File: src/rtl/readssr_spi_responder.sv
// SPI mode-0 slave that streams a locally written NUM_BYTES snapshot buffer on MISO
// while the master holds readssr_req; SCLK and REQ are oversampled in the clk domain.
module readssr_spi_responder #(
    parameter int unsigned NUM_BYTES   = 35,
    parameter int unsigned SYNC_STAGES = 2
) (
    input  logic       clk,
    input  logic       rst,
    input  logic       readssr_req,
    output logic       readssr_ack,
    input  logic       sclk,
    input  logic       mosi,
    output logic       miso,
    output logic       miso_oe,
    input  logic       wr_en,
    input  logic [5:0] wr_addr,
    input  logic [7:0] wr_data,
    output logic       wr_blocked,
    output logic       busy,
    output logic       xfer_done
);

    localparam int unsigned IDX_W = $clog2(NUM_BYTES);
    localparam logic [IDX_W-1:0] LAST_IDX   = IDX_W'(NUM_BYTES - 1);
    localparam logic [5:0]       ADDR_LIMIT = 6'(NUM_BYTES);

    typedef enum logic [1:0] {
        IDLE = 2'd0,
        SEND = 2'd1,
        DONE = 2'd2
    } state_t;

    state_t                 state_q, state_d;
    logic [SYNC_STAGES-1:0] req_sync_q;
    logic [SYNC_STAGES-1:0] sclk_sync_q;
    logic                   sclk_prev_q;
    logic                   sclk_rise_q;
    logic                   sclk_fall_q;
    logic [7:0]             mem_q [NUM_BYTES];
    logic [7:0]             shreg_q, shreg_d;
    logic [2:0]             bit_cnt_q, bit_cnt_d;
    logic [IDX_W-1:0]       byte_idx_q, byte_idx_d;
    logic                   xfer_done_q, xfer_done_d;
    logic                   wr_blocked_q, wr_blocked_d;

    logic             req_s;
    logic             sclk_s;
    logic             wr_ok_s;
    logic             last_bit_s;
    logic [IDX_W-1:0] next_idx_s;
    logic             unused_mosi_s;

    assign req_s         = req_sync_q[SYNC_STAGES-1];
    assign sclk_s        = sclk_sync_q[SYNC_STAGES-1];
    assign wr_ok_s       = wr_en && (state_q == IDLE) && (wr_addr < ADDR_LIMIT);
    assign wr_blocked_d  = wr_en && !wr_ok_s;
    assign last_bit_s    = (bit_cnt_q == 3'd7) && (byte_idx_q == LAST_IDX);
    assign next_idx_s    = byte_idx_q + IDX_W'(1);
    assign unused_mosi_s = mosi;

    // Input synchronizers; strobes are registered so each edge yields exactly one cycle
    always_ff @(posedge clk or posedge rst) begin
        if (rst) begin
            req_sync_q  <= '0;
            sclk_sync_q <= '0;
            sclk_prev_q <= 1'b0;
            sclk_rise_q <= 1'b0;
            sclk_fall_q <= 1'b0;
        end else begin
            req_sync_q  <= {req_sync_q[SYNC_STAGES-2:0], readssr_req};
            sclk_sync_q <= {sclk_sync_q[SYNC_STAGES-2:0], sclk};
            sclk_prev_q <= sclk_s;
            sclk_rise_q <= sclk_s && !sclk_prev_q;
            sclk_fall_q <= !sclk_s && sclk_prev_q;
        end
    end

    // Snapshot buffer: deliberately not reset so contents survive rst
    always_ff @(posedge clk) begin
        if (wr_ok_s) begin
            mem_q[wr_addr] <= wr_data;
        end
    end

    // FSM state register
    always_ff @(posedge clk or posedge rst) begin
        if (rst) begin
            state_q <= IDLE;
        end else begin
            state_q <= state_d;
        end
    end

    // FSM next-state logic; a released request always wins over SCLK activity
    always_comb begin
        state_d = state_q;
        case (state_q)
            IDLE: begin
                if (req_s) state_d = SEND;
                else       state_d = IDLE;
            end
            SEND: begin
                if (!req_s)                         state_d = IDLE;
                else if (sclk_rise_q && last_bit_s) state_d = DONE;
                else                                state_d = SEND;
            end
            DONE: begin
                if (!req_s) state_d = IDLE;
                else        state_d = DONE;
            end
            default: state_d = IDLE;
        endcase
    end

    // FSM output decode
    always_comb begin
        readssr_ack = 1'b0;
        miso_oe     = 1'b0;
        miso        = 1'b0;
        busy        = 1'b0;
        case (state_q)
            IDLE: begin
                busy = 1'b0;
            end
            SEND: begin
                readssr_ack = 1'b1;
                miso_oe     = 1'b1;
                miso        = shreg_q[7];
                busy        = 1'b1;
            end
            DONE: begin
                readssr_ack = 1'b1;
                miso_oe     = 1'b1;
                busy        = 1'b1;
            end
            default: begin
                busy = 1'b0;
            end
        endcase
    end

    // Shift datapath: count on rise, shift on fall, fetch next byte on the fall after the 8th rise
    always_comb begin
        shreg_d     = shreg_q;
        bit_cnt_d   = bit_cnt_q;
        byte_idx_d  = byte_idx_q;
        xfer_done_d = 1'b0;
        case (state_q)
            IDLE: begin
                if (req_s) begin
                    bit_cnt_d  = 3'd0;
                    byte_idx_d = '0;
                    shreg_d    = mem_q[0];
                end else begin
                    shreg_d = shreg_q;
                end
            end
            SEND: begin
                if (!req_s) begin
                    shreg_d = shreg_q;
                end else if (sclk_rise_q) begin
                    bit_cnt_d   = bit_cnt_q + 3'd1;
                    xfer_done_d = last_bit_s;
                end else if (sclk_fall_q) begin
                    if ((bit_cnt_q == 3'd0) && (byte_idx_q != LAST_IDX)) begin
                        shreg_d    = mem_q[next_idx_s];
                        byte_idx_d = next_idx_s;
                    end else begin
                        shreg_d = {shreg_q[6:0], 1'b0};
                    end
                end else begin
                    shreg_d = shreg_q;
                end
            end
            default: begin
                shreg_d = shreg_q;
            end
        endcase
    end

    // Datapath and pulse output registers
    always_ff @(posedge clk or posedge rst) begin
        if (rst) begin
            shreg_q      <= 8'h00;
            bit_cnt_q    <= 3'd0;
            byte_idx_q   <= '0;
            xfer_done_q  <= 1'b0;
            wr_blocked_q <= 1'b0;
        end else begin
            shreg_q      <= shreg_d;
            bit_cnt_q    <= bit_cnt_d;
            byte_idx_q   <= byte_idx_d;
            xfer_done_q  <= xfer_done_d;
            wr_blocked_q <= wr_blocked_d;
        end
    end

    assign xfer_done  = xfer_done_q;
    assign wr_blocked = wr_blocked_q;

endmodule

File: config.mk
export PLATFORM = sky130hd
export DESIGN_NAME = readssr_spi_responder
export DESIGN_NICKNAME = d
export VERILOG_FILES = /design/src/rtl/readssr_spi_responder.sv
export SDC_FILE = /design/constraint.sdc
export NUM_CORES = 1
export LEC_CHECK = 0
export ABC_AREA = 1
export BUFFER_PORTS_ARGS = -buffer_cell sky130_fd_sc_hd__buf_4
export CAP_MARGIN = 40
export CORE_MARGIN = 5
export CORE_UTILIZATION = 45
export DETAILED_ROUTE_END_ITERATION = 10
export GPL_TIMING_DRIVEN = 0
export PLACE_DENSITY = 0.63
export SLEW_MARGIN = 40
export SYNTH_ARGS = -nofsm -noshare
export SYNTH_HDL_FRONTEND = slang
export SYNTH_SLANG_ARGS = --single-unit
File: constraint.sdc
create_clock -name clk -period 3.81 [get_ports clk]
set_input_delay 0 -clock clk [delete_from_list [all_inputs] [get_ports clk]]
set_output_delay 0 -clock clk [all_outputs]
set_load 0.005 [all_outputs]
==> run_results.csv, run 1 <==
group,metric,value,unit
floorplan,chipWidth,182,µm
grt,grt_use_met2,33.8,%
layout,antennaDiodeCount,0,
power,peakVddDrop,0.000443,V
grt,grt_pass1_vias,8932,
critical_path,slowest_stage,"buf_1",
clock_tree,post_cts_buffers,0,
timing,finalMaxSlewViolations,0,
placement,place_congestion,0.921,
grt,use_met3,4.44,%
power,switchingPower,0.00264,W
synth,synth_ff_type,"edfxtp_1",
power,p_per_area,574,nW/µm²
power,leakage,6.13,nW
clock_tree,clockRootBuffer,"clkbuf_16",
layout,nNetsFinal,1372,
critical_path,critPathLaunch,"byte_idx_q[0]$_DFFE_PP0P_",
synth,postSynthAreaPerCell,10.5,µm²
outcome,status,"finished clean",
layout,fin_area,15200,µm²
synth,synthArstFlopShare,9.09,%
critical_path,worstPathCellList,"inv_2 > buf_2 > buf_2 > ha_1 > inv_2 > buf_1 > nand3_1 > nand3_1 > nand3_1 > nand3_1 > nand3_1 > nand2_1 > nand2_1 > a21oi_1",
grt,grt_max_degree,36,
floorplan,num_rows,63,
clock_tree,numCtsBuffers,34,
synth,yosys-top-cells-area,"edfxtp_1 63%, nand2_1 12%, nand3_1 6.6%",
timing,max-slew-margin-rel,44.3,%
timing,fin_crit,3.40,ns
timing,finalHoldViolations,0,
synth,synth_top_area_share,62.9,%
floorplan,core_area,29500,µm²
timing,final.setup_skew,0.0141,ns
timing,whs,0.132,ns
critical_path,cp.buffers_inverters,5,
synth,synth-seq-cells,308,
detailed_routing,antenna_left,0,
critical_path,crit_path_max_fanout,10,
power,switching_share,30.2,%
detailed_routing,drtPass1Iterations,6,
clock_tree,worstSkewPairLatency,0.52,ns
layout,layout-drive-gt1-share,10.0,%
detailed_routing,wl_per_cell,19.7,µm
detailed_routing,vias_per_cell,5.22,
layout,seq_area,9110,µm²
clock_tree,cts-resized-gates,0,
synth,yosysTopAreaCell,"edfxtp_1",
grt,grt_busiest_layer,"met2",
critical_path,cp_slowest_stage_delay,0.48,ns
timing,setup_viol,0,
placement,hpwl,22900,µm
critical_path,crit_family,"buffers and inverters",
clock_tree,clk_pin_slew,0.06,ns
run,maxCapViolations,0,
critical_path,cp.required,4.24,ns
power,p_clk_share,35.8,%
detailed_routing,drc_errors,0,
placement,portBuffers,24,
layout,fin_cells,1757,
synth,yosysMostFrequentCell,"nand2_1",
layout,multiInputGateArea,3470,µm²
synth,synth_commonest_cells,"420 x nand2_1, 280 x edfxtp_1, 177 x nand3_1, 125 x inv_1, 86 x nor2_1",
timing,tightest_slew,0.833,ns
synth,yosysSeqAreaShare,68.1,%
critical_path,reg2reg_from,"byte_idx_q[0]$_DFFE_PP0P_",
critical_path,critical_path.most_common_cell,"nand3_1",
grt,grt_pass1_wl,53000,µm
detailed_routing,routed_wl,34600,µm
grt,grt_use_total,20.9,%
floorplan,die_height,182,µm
clock_tree,cts_tree,"yes",
critical_path,timing.critical_path.from_type,"flip-flop",
placement,dp.cells,1685,
synth,synth_edf_count,280,
synth,syn_inst,1271,
layout,synthToLayoutAreaGrowth,14.1,%
layout,num-fill-cells,2652,
timing,rsz0062_at_grt,"no",
power,pwr-share-comb,21.3,%
clock_tree,htreeDepth,2,
critical_path,critPathKind,"flip-flop to flip-flop",
grt,antenna_found_initial,0,
critical_path,crit_path_end_kind,"flip-flop",
timing,fin_tns_setup,0,ns
critical_path,critPathArrivalTime,3.83,ns
placement,dpl_cell_area,14000,µm²
power,intPower,0.00611,W
critical_path,r2r_cells,14,
floorplan,ios,26,
timing,fmax,0.294,GHz
worst_hold_path,hold_class,"input pin to async pin",
floorplan,die-area,33200,µm²
power,seqPwrFrac,42.9,%
clock_tree,cts_sinks,308,
detailed_routing,vias,9174,
clock_tree,cts_buffer_depth,3,
grt,grtUsageMet1,29.1,%
synth,ys_warn_count,0,
grt,overflow,0,
synth,ys_types,29,
synth,netlist_area,13400,µm²
detailed_routing,drtIter0Drc,953,
timing,finalCritPeriodShare,89.3,%
critical_path,critical_path_depth,14,
floorplan,start_util,45.3,%
synth,syn_nets,1300,
[layer usage]
layer / wire [µm] / vias to the layer above / part of all wire [%]
li1: - / 4375 / -
met5: 0 / - / 0
met3: 3080 / 74 / 8.9
met2: 16200 / 385 / 47
met4: 826 / 0 / 2.4
met1: 14600 / 4340 / 42
[timing repair]
action                                 CTS  global route
hold buffers                            12             0
setup endpoints to repair                0             0
endpoints found under the hold margin  278             0
[path summary, 6_finish.rpt]
check,endpoint,slack [ns]
min reg2reg,sclk_sync_q[1]$_DFF_PP0_,0.35
min in group clk,sclk_sync_q[0]$_DFF_PP0_,0.15
max in group asynchronous,state_q[1]$_DFF_PP0_,3.27
max,shreg_q[7]$_DFFE_PP0P_,0.41
min,wr_blocked$_DFF_PP0_,0.13
max reg2reg,shreg_q[7]$_DFFE_PP0P_,0.41
[state kept, by name, indices dropped and copies added (netlist names)]
name         cells
req_sync_q       2
sclk_rise_q      1
bit_cnt_q        3
state_q          2
mem_q          280
byte_idx_q       6
sclk_fall_q      1
sclk_sync_q      2
shreg_q          8
wr_blocked       1
xfer_done        1
sclk_prev_q      1
[layout by cell type, fill, tap and decap left out, types with 27 or more instances in the layout]
cell type,instances
dfrtp_1,28
nand2_1,420
inv_1,124
nand3_1,177
buf_2,27
nor2_1,80
o21ai_0,28
buf_4,31
clkbuf_16,37
edfxtp_1,280
[worst register-to-register path, stage by stage (launching register included)]
cell and delay, ns:
dfrtp_1 0.47, inv_2 0.13, buf_2 0.28, buf_2 0.31, ha_1 0.31, inv_2 0.17, buf_1 0.48, nand3_1 0.29
nand3_1 0.23, nand3_1 0.12, nand3_1 0.14, nand3_1 0.10, nand2_1 0.12, nand2_1 0.07, a21oi_1 0.12
[power groups by stage]
| stage | Sequential (W) | Clock [W] | Combinational [W] |
|---|---|---|---|
| after global placement | 0.00382 | 0 | 0.00181 |
| after detailed placement | 0.00382 | 0 | 0.00182 |
| after global routing | 0.00376 | 0.00330 | 0.00205 |
| after floorplan | 0.00382 | 0 | 0.00115 |
| final | 0.00375 | 0.00313 | 0.00186 |
| after CTS | 0.00375 | 0.00316 | 0.00184 |
[kinds of logic (layout without fill, tap and decap cells)]
kind of cell / Yosys count / in the layout / share of synthesized area, %
fa+ha+maj: 9 / 9 / 0.842
xor+xnor: 5 / 5 / 0.721
simple gates: 697 / 697 / 21.6
compound gates: 63 / 63 / 2.62
flops: 308 / 308 / 68.1
buf+inv: 189 / 285 / 6.09
[final cells by class]
class	instances	area share (%)
multi-input cells	774	22.8
plain buffers	58	2.12
well taps	390	3.20
inverters	131	3.23
clock inverters	12	0.542
flip-flops and latches	308	59.8
repair buffers	36	1.97
clock buffers	48	6.41
[per-stage QoR]
step / total power, W / utilization [%] / setup WS [ns]
after floorplan: 0.00497 / - / 1.59
after global placement: 0.00563 / 47.6 / 0.527
after detailed placement: 0.00565 / 47.7 / 0.507
after CTS: 0.00876 / 51.7 / 0.472
after global routing: 0.00911 / 51.7 / 0.179
final: 0.00875 / 51.7 / 0.407
(Power assumes the default switching activity.)
==> run 2, diff against run 1 <==
--- a/config.mk
+++ b/config.mk
@@ -12,7 +12,6 @@
 export CORE_UTILIZATION = 45
 export DETAILED_ROUTE_END_ITERATION = 10
 export GPL_TIMING_DRIVEN = 0
-export PLACE_DENSITY = 0.63
 export SLEW_MARGIN = 40
 export SYNTH_ARGS = -nofsm -noshare
 export SYNTH_HDL_FRONTEND = slang
==> run 2 against run 1 <==
Sequential cell count unchanged. Power down 0.41%. Sequential share of layout area up 0.14 points. First-iteration DRC count up 3.7%. Final cell count about the same. Core utilization down 0.12 points. Largest cell class unchanged.
==> run_results.csv, run 2 (same netlist as run 1, synthesis figures left out) <==
group,metric,value,unit
outcome,status,"finished clean",
critical_path,reg2reg_slack,0.34,ns
clock_tree,cts_buffer_depth,3,
timing,finalMaxSlewViolations,0,
power,pwr-share-comb,21.5,%
clock_tree,htreeDepth,2,
power,seqPwrFrac,43.1,%
critical_path,cp.buffers_inverters,5,
floorplan,core_area,29500,µm²
detailed_routing,routed_wl,35300,µm
clock_tree,worstSkewPairLatency,0.51,ns
grt,antenna_found_initial,0,
power,leakage,6.12,nW
floorplan,die-area,33200,µm²
detailed_routing,drtPass1Iterations,5,
clock_tree,clockRootBuffer,"clkbuf_16",
layout,synthToLayoutAreaGrowth,13.8,%
layout,antennaDiodeCount,0,
timing,tightest_slew,0.812,ns
critical_path,cp.required,4.24,ns
power,p_per_area,573,nW/µm²
layout,reg.largest.list,"mem_q x280, shreg_q x8, byte_idx_q x6",
critical_path,slowest_stage,"buf_1",
power,switchingPower,0.00267,W
grt,grt_pass1_wl,53800,µm
clock_tree,clk_pin_slew,0.06,ns
worst_hold_path,hold_class,"input pin to flip-flop",
timing,rsz0062_at_grt,"no",
clock_tree,cts_sinks,308,
timing,fmax,0.288,GHz
timing,setup_viol,0,
layout,nNetsFinal,1371,
critical_path,critPathLaunch,"byte_idx_q[0]$_DFFE_PP0P_",
power,peakVddDrop,0.000446,V
timing,max-slew-margin-rel,45.7,%
placement,place_congestion,0.953,
critical_path,critPathArrivalTime,3.90,ns
power,intPower,0.00605,W
critical_path,worstPathCellList,"inv_2 > buf_2 > buf_2 > ha_1 > inv_2 > buf_1 > nand3_1 > nand3_1 > nand3_1 > nand3_1 > nand3_1 > nand2_1 > nand2_1 > a21oi_2",
run,maxCapViolations,0,
floorplan,num_rows,63,
floorplan,chipWidth,182,µm
detailed_routing,wl_per_cell,20.1,µm
detailed_routing,vias_per_cell,5.25,
worst_hold_path,min_from,"wr_data[3]",
timing,finalCritPeriodShare,91.1,%
timing,whs,0.00231,ns
grt,overflow,0,
detailed_routing,antenna_left,0,
critical_path,r2r_end,"shreg_q[2]$_DFFE_PP0P_",
detailed_routing,drtIter0Drc,988,
layout,layout-drive-gt1-share,10.1,%
critical_path,timing.critical_path.from_type,"flip-flop",
floorplan,die_height,182,µm
grt,grt_use_total,21.4,%
layout,most-common-layout-cells,"420 x nand2_1, 280 x edfxtp_1, 177 x nand3_1",
critical_path,cp_slowest_stage_delay,0.50,ns
timing,fin_tns_setup,0,ns
timing,final.setup_skew,0.0109,ns
detailed_routing,vias,9227,
floorplan,start_util,45.3,%
critical_path,critical_path.most_common_cell,"nand3_1",
critical_path,critPathKind,"flip-flop to flip-flop",
clock_tree,numCtsBuffers,34,
worst_hold_path,hold_end,"mem_q[27][3]$_DFFE_PP_",
power,p_clk_share,35.4,%
layout,layout_commonest_cell,"nand2_1",
grt,grt_pass1_vias,9038,
layout,largest_register_ffs,280,
critical_path,reg2reg_from,"byte_idx_q[0]$_DFFE_PP0P_",
layout,top_register,"mem_q",
clock_tree,cts_tree,"yes",
critical_path,crit_path_max_fanout,10,
clock_tree,cts-resized-gates,0,
critical_path,crit_family,"buffers and inverters",
critical_path,crit_path_end_kind,"flip-flop",
placement,portBuffers,24,
grt,grt_max_degree,36,
timing,fin_crit,3.47,ns
layout,finish.utilization,51.6,%
detailed_routing,drc_errors,0,
power,switching_share,30.6,%
floorplan,ios,26,
worst_hold_path,holdPathStages,1,
placement,hpwl,23300,µm
critical_path,r2r_cells,14,
timing,finalHoldViolations,0,
[run 2: how the worst max path moves through the flow]
stage	slack, ns	depth (start not counted)	to
2_1_floorplan	1.59	14	shreg_q[0]$_DFFE_PP0P_
3_3_place_gp	0.47	14	shreg_q[7]$_DFFE_PP0P_
3_5_place_dp	0.45	14	shreg_q[7]$_DFFE_PP0P_
4_1_cts	0.40	14	shreg_q[2]$_DFFE_PP0P_
5_1_grt	0.16	14	shreg_q[2]$_DFFE_PP0P_
6_report	0.34	14	shreg_q[2]$_DFFE_PP0P_
[run 2: layout make-up]
class / instances / area (µm²)
buffer: 58 / 323
clock buffer: 52 / 992
clock inverter: 10 / 45.0
fill: 2660 / 14300
inverter: 131 / 492
multi-input combinational: 774 / 3480
sequential: 308 / 9110
tap: 390 / 488
timing repair buffer: 35 / 285
[run 2: repair_timing]
action                                 CTS  global route
setup buffers                            0             0
endpoints found under the hold margin  207             0
hold buffers                            10             0
[run 2: metal layers]
layer  share of wire, %  wire (µm)  track usage (%)  vias up
li1                   -          -                -     4367
met1                 43      15000             30.5     4395
met4                2.8        971             6.51        0
met5                  0          0                0        -
met3                8.8       3120             4.42       66
met2                 46      16200             33.2      399
[run 2: metrics by stage]
stage / total power, W / std cells / worst slack (ns) / area (µm²)
final: 0.00871 / 1758 / 0.340 / 15200
after detailed placement: 0.00566 / 1686 / 0.450 / 14100
after floorplan: 0.00497 / 1271 / 1.59 / 13400
after global routing: 0.00908 / 1758 / 0.158 / 15200
after CTS: 0.00873 / 1758 / 0.404 / 15200
after global placement: 0.00565 / 1685 / 0.473 / 14000
[run 2: power by group through the flow]
stage,Sequential (W),Clock [W],Combinational (W)
6_report,0.00375,0.00308,0.00188
5_1_grt,0.00376,0.00327,0.00205
4_1_cts,0.00375,0.00312,0.00185
3_5_place_dp,0.00382,0,0.00184
3_3_place_gp,0.00382,0,0.00182
2_1_floorplan,0.00382,0,0.00115
==> run 3, diff against run 2 <==
--- a/config.mk
+++ b/config.mk
@@ -7,11 +7,12 @@
 export LEC_CHECK = 0
 export ABC_AREA = 1
 export BUFFER_PORTS_ARGS = -buffer_cell sky130_fd_sc_hd__buf_4
-export CAP_MARGIN = 40
+export CAP_MARGIN = 5
 export CORE_MARGIN = 5
 export CORE_UTILIZATION = 45
 export DETAILED_ROUTE_END_ITERATION = 10
 export GPL_TIMING_DRIVEN = 0
+export RECOVER_POWER = 100
 export SLEW_MARGIN = 40
 export SYNTH_ARGS = -nofsm -noshare
 export SYNTH_HDL_FRONTEND = slang
==> constraint.sdc (replaced) <==
create_clock -name clk -period 4 [get_ports clk]
set_input_delay 0 -clock clk [delete_from_list [all_inputs] [get_ports clk]]
set_output_delay 0 -clock clk [all_outputs]
set_load 0.005 [all_outputs]
==> run 3 against run 2 <==
The run now ends with capacitance limit, slew limit left. Fmax decreased by 2.4%. Die area did not move. Global-route usage is 0.17 points lower. Power decreased by 5.2%. First-iteration DRC count up 9.1%. Sequential cell count unchanged. Combinational power decreased by 6%. Core utilization decreased by 0.28 points. Non-clock buffer count is the same. Clock power fell by 6%. Worst hold slack better by 0.11 ns. Critical endpoint unchanged. Largest cell class unchanged. Highest routed layer unchanged.
==> run_results.csv, run 3 (same netlist as run 1, synthesis figures left out) <==
group,metric,value,unit
outcome,status,"finished, violations left",
outcome,violations,"capacitance limit, slew limit",
floorplan,ios,26,
power,p_total,0.00826,W
critical_path,critPathArrivalTime,3.98,ns
power,peakVddDrop,0.000460,V
layout,reg.largest.list,"mem_q x280, shreg_q x8, byte_idx_q x6",
critical_path,r2r_end,"shreg_q[2]$_DFFE_PP0P_",
floorplan,start_util,45.3,%
layout,num-fill-cells,2680,
critical_path,cp_slowest_stage_delay,0.48,ns
layout,antennaDiodeCount,0,
timing,finalCritPeriodShare,88.8,%
detailed_routing,drtPass1Iterations,5,
layout,synthToLayoutAreaGrowth,13.2,%
timing,setup_viol,0,
timing,whs,0.117,ns
timing,finalMaxSlewViolations,288,
detailed_routing,antenna_left,0,
critical_path,crit_path_end_kind,"flip-flop",
clock_tree,cts_tree,"yes",
timing,final.setup_skew,0.0121,ns
worst_hold_path,holdPathStages,3,
critical_path,worstPathCellList,"inv_1 > buf_2 > buf_2 > ha_1 > inv_1 > clkbuf_1 > nand3_1 > nand3_1 > nand3_1 > nand3_1 > nand3_1 > nand2_1 > nand2_1 > a21oi_1",
floorplan,die_height,182,µm
critical_path,r2r_cells,14,
floorplan,core_area,29500,µm²
grt,grt_pass1_wl,53400,µm
clock_tree,clk_pin_slew,0.06,ns
critical_path,critPathKind,"flip-flop to flip-flop",
power,leakage,6.06,nW
layout,most-common-layout-cells,"420 x nand2_1, 280 x edfxtp_1, 178 x nand3_1",
timing,fin_tns_setup,0,ns
layout,layout-drive-gt1-share,8.13,%
worst_hold_path,min_from,"wr_addr[5]",
clock_tree,cts_buffer_depth,3,
placement,portBuffers,24,
layout,largest_register_ffs,280,
layout,nNetsFinal,1371,
detailed_routing,drc_errors,0,
clock_tree,worstSkewPairLatency,0.51,ns
floorplan,chipWidth,182,µm
critical_path,cp.required,4.43,ns
grt,grt_pass1_vias,8964,
clock_tree,cts-resized-gates,0,
clock_tree,htreeDepth,2,
clock_tree,numCtsBuffers,34,
detailed_routing,wl_per_cell,20.1,µm
timing,finalHoldViolations,0,
critical_path,critical_path.most_common_cell,"nand3_1",
detailed_routing,vias_per_cell,5.24,
detailed_routing,routed_wl,35200,µm
floorplan,die-area,33200,µm²
floorplan,num_rows,63,
placement,hpwl,23300,µm
detailed_routing,vias,9197,
power,p_per_area,546,nW/µm²
critical_path,slowest_stage,"clkbuf_1",
critical_path,crit_path_max_fanout,10,
timing,max-slew-margin-rel,-41.5,%
layout,seq_area,9110,µm²
timing,tightest_slew,2.12,ns
timing,fin_crit,3.55,ns
critical_path,reg2reg_from,"byte_idx_q[0]$_DFFE_PP0P_",
critical_path,reg2reg_slack,0.45,ns
worst_hold_path,hold_class,"input pin to flip-flop",
clock_tree,cts_sinks,308,
timing,rsz0062_at_grt,"no",
placement,place_congestion,0.953,
critical_path,timing.critical_path.from_type,"flip-flop",
layout,multiInputGateArea,3430,µm²
worst_hold_path,hold_end,"mem_q[34][6]$_DFFE_PP_",
grt,grt_max_degree,36,
layout,top_register,"mem_q",
grt,antenna_found_initial,0,
timing,fmax,0.281,GHz
layout,layout_commonest_cell,"nand2_1",
detailed_routing,drtIter0Drc,1078,
grt,overflow,0,
run,maxCapViolations,8,
grt,grt_use_total,21.2,%
clock_tree,clockRootBuffer,"clkbuf_16",
[run 3: changes by cell type in the layout (fill, tap and decap cells not counted), sizes merged]
cell,delta
dlygate4sd3,+1
clkinvlp,+2
bufinv,+1
clkinv,+4
clkbuf,+9
buf,-20
[run 3: critical path, delay by kind of cell, from the launching register on]
family | cells | cell delay [ns]
fa+ha+maj | 1 | 0.31
flops | 1 | 0.47
compound gates | 1 | 0.12
buf+inv | 5 | 1.51
simple gates | 7 | 1.07
[run 3: worst max path at each step]
stage | startpoint | endpoint | slack, ns | depth (start not counted)
2_1_floorplan | byte_idx_q[0]$_DFFE_PP0P_ | shreg_q[0]$_DFFE_PP0P_ | 1.78 | 14
3_3_place_gp | byte_idx_q[0]$_DFFE_PP0P_ | shreg_q[7]$_DFFE_PP0P_ | 0.66 | 14
3_5_place_dp | byte_idx_q[0]$_DFFE_PP0P_ | shreg_q[2]$_DFFE_PP0P_ | 0.65 | 14
4_1_cts | byte_idx_q[0]$_DFFE_PP0P_ | shreg_q[7]$_DFFE_PP0P_ | 0.63 | 14
5_1_grt | byte_idx_q[0]$_DFFE_PP0P_ | shreg_q[2]$_DFFE_PP0P_ | 0.22 | 15
6_report | byte_idx_q[0]$_DFFE_PP0P_ | shreg_q[2]$_DFFE_PP0P_ | 0.45 | 14
[run 3: per-stage QoR]
step / setup slack [ns] / instance area, µm² / utilization, % / instances
detailed placement: 0.649 / 14100 / 47.7 / 1685
global placement: 0.663 / 14000 / 47.6 / 1685
CTS: 0.635 / 15200 / 51.5 / 1755
floorplan: 1.78 / 13400 / - / 1271
finish: 0.447 / 15100 / 51.3 / 1755
global route: 0.218 / 15100 / 51.3 / 1755
[run 3: layer usage]
metal / vias to the layer above / share of wire, % / track usage [%]
met5: - / 0 / 0
met2: 372 / 46 / 33.7
met3: 62 / 8.3 / 4.31
met4: 0 / 2.5 / 6.00
met1: 4399 / 43 / 29.9
li1: 4364 / - / -
[run 3: area by class of cell]
cell class	instances	area share, %
Inverter	131	3.25
Multi-Input combinational cell	774	22.7
Clock inverter	17	0.835
Timing Repair Buffer	35	1.72
Buffer	58	2.13
Tap cell	390	3.23
Clock buffer	42	5.96
Sequential cell	308	60.2
[run 3: timing repair]
| item | CTS | global route |
|---|---|---|
| setup buffers | 0 | 0 |
| hold buffers | 11 | 0 |
| endpoints found under the hold margin | 218 | 0 |
[run 3: power by group]
| part | switching (W) | total [W] | internal (W) |
|---|---|---|---|
| combinational | 0.00128 | 0.00177 | 0.000493 |
| sequential | 0.0000258 | 0.00358 | 0.00355 |
| clock | 0.00123 | 0.00290 | 0.00167 |
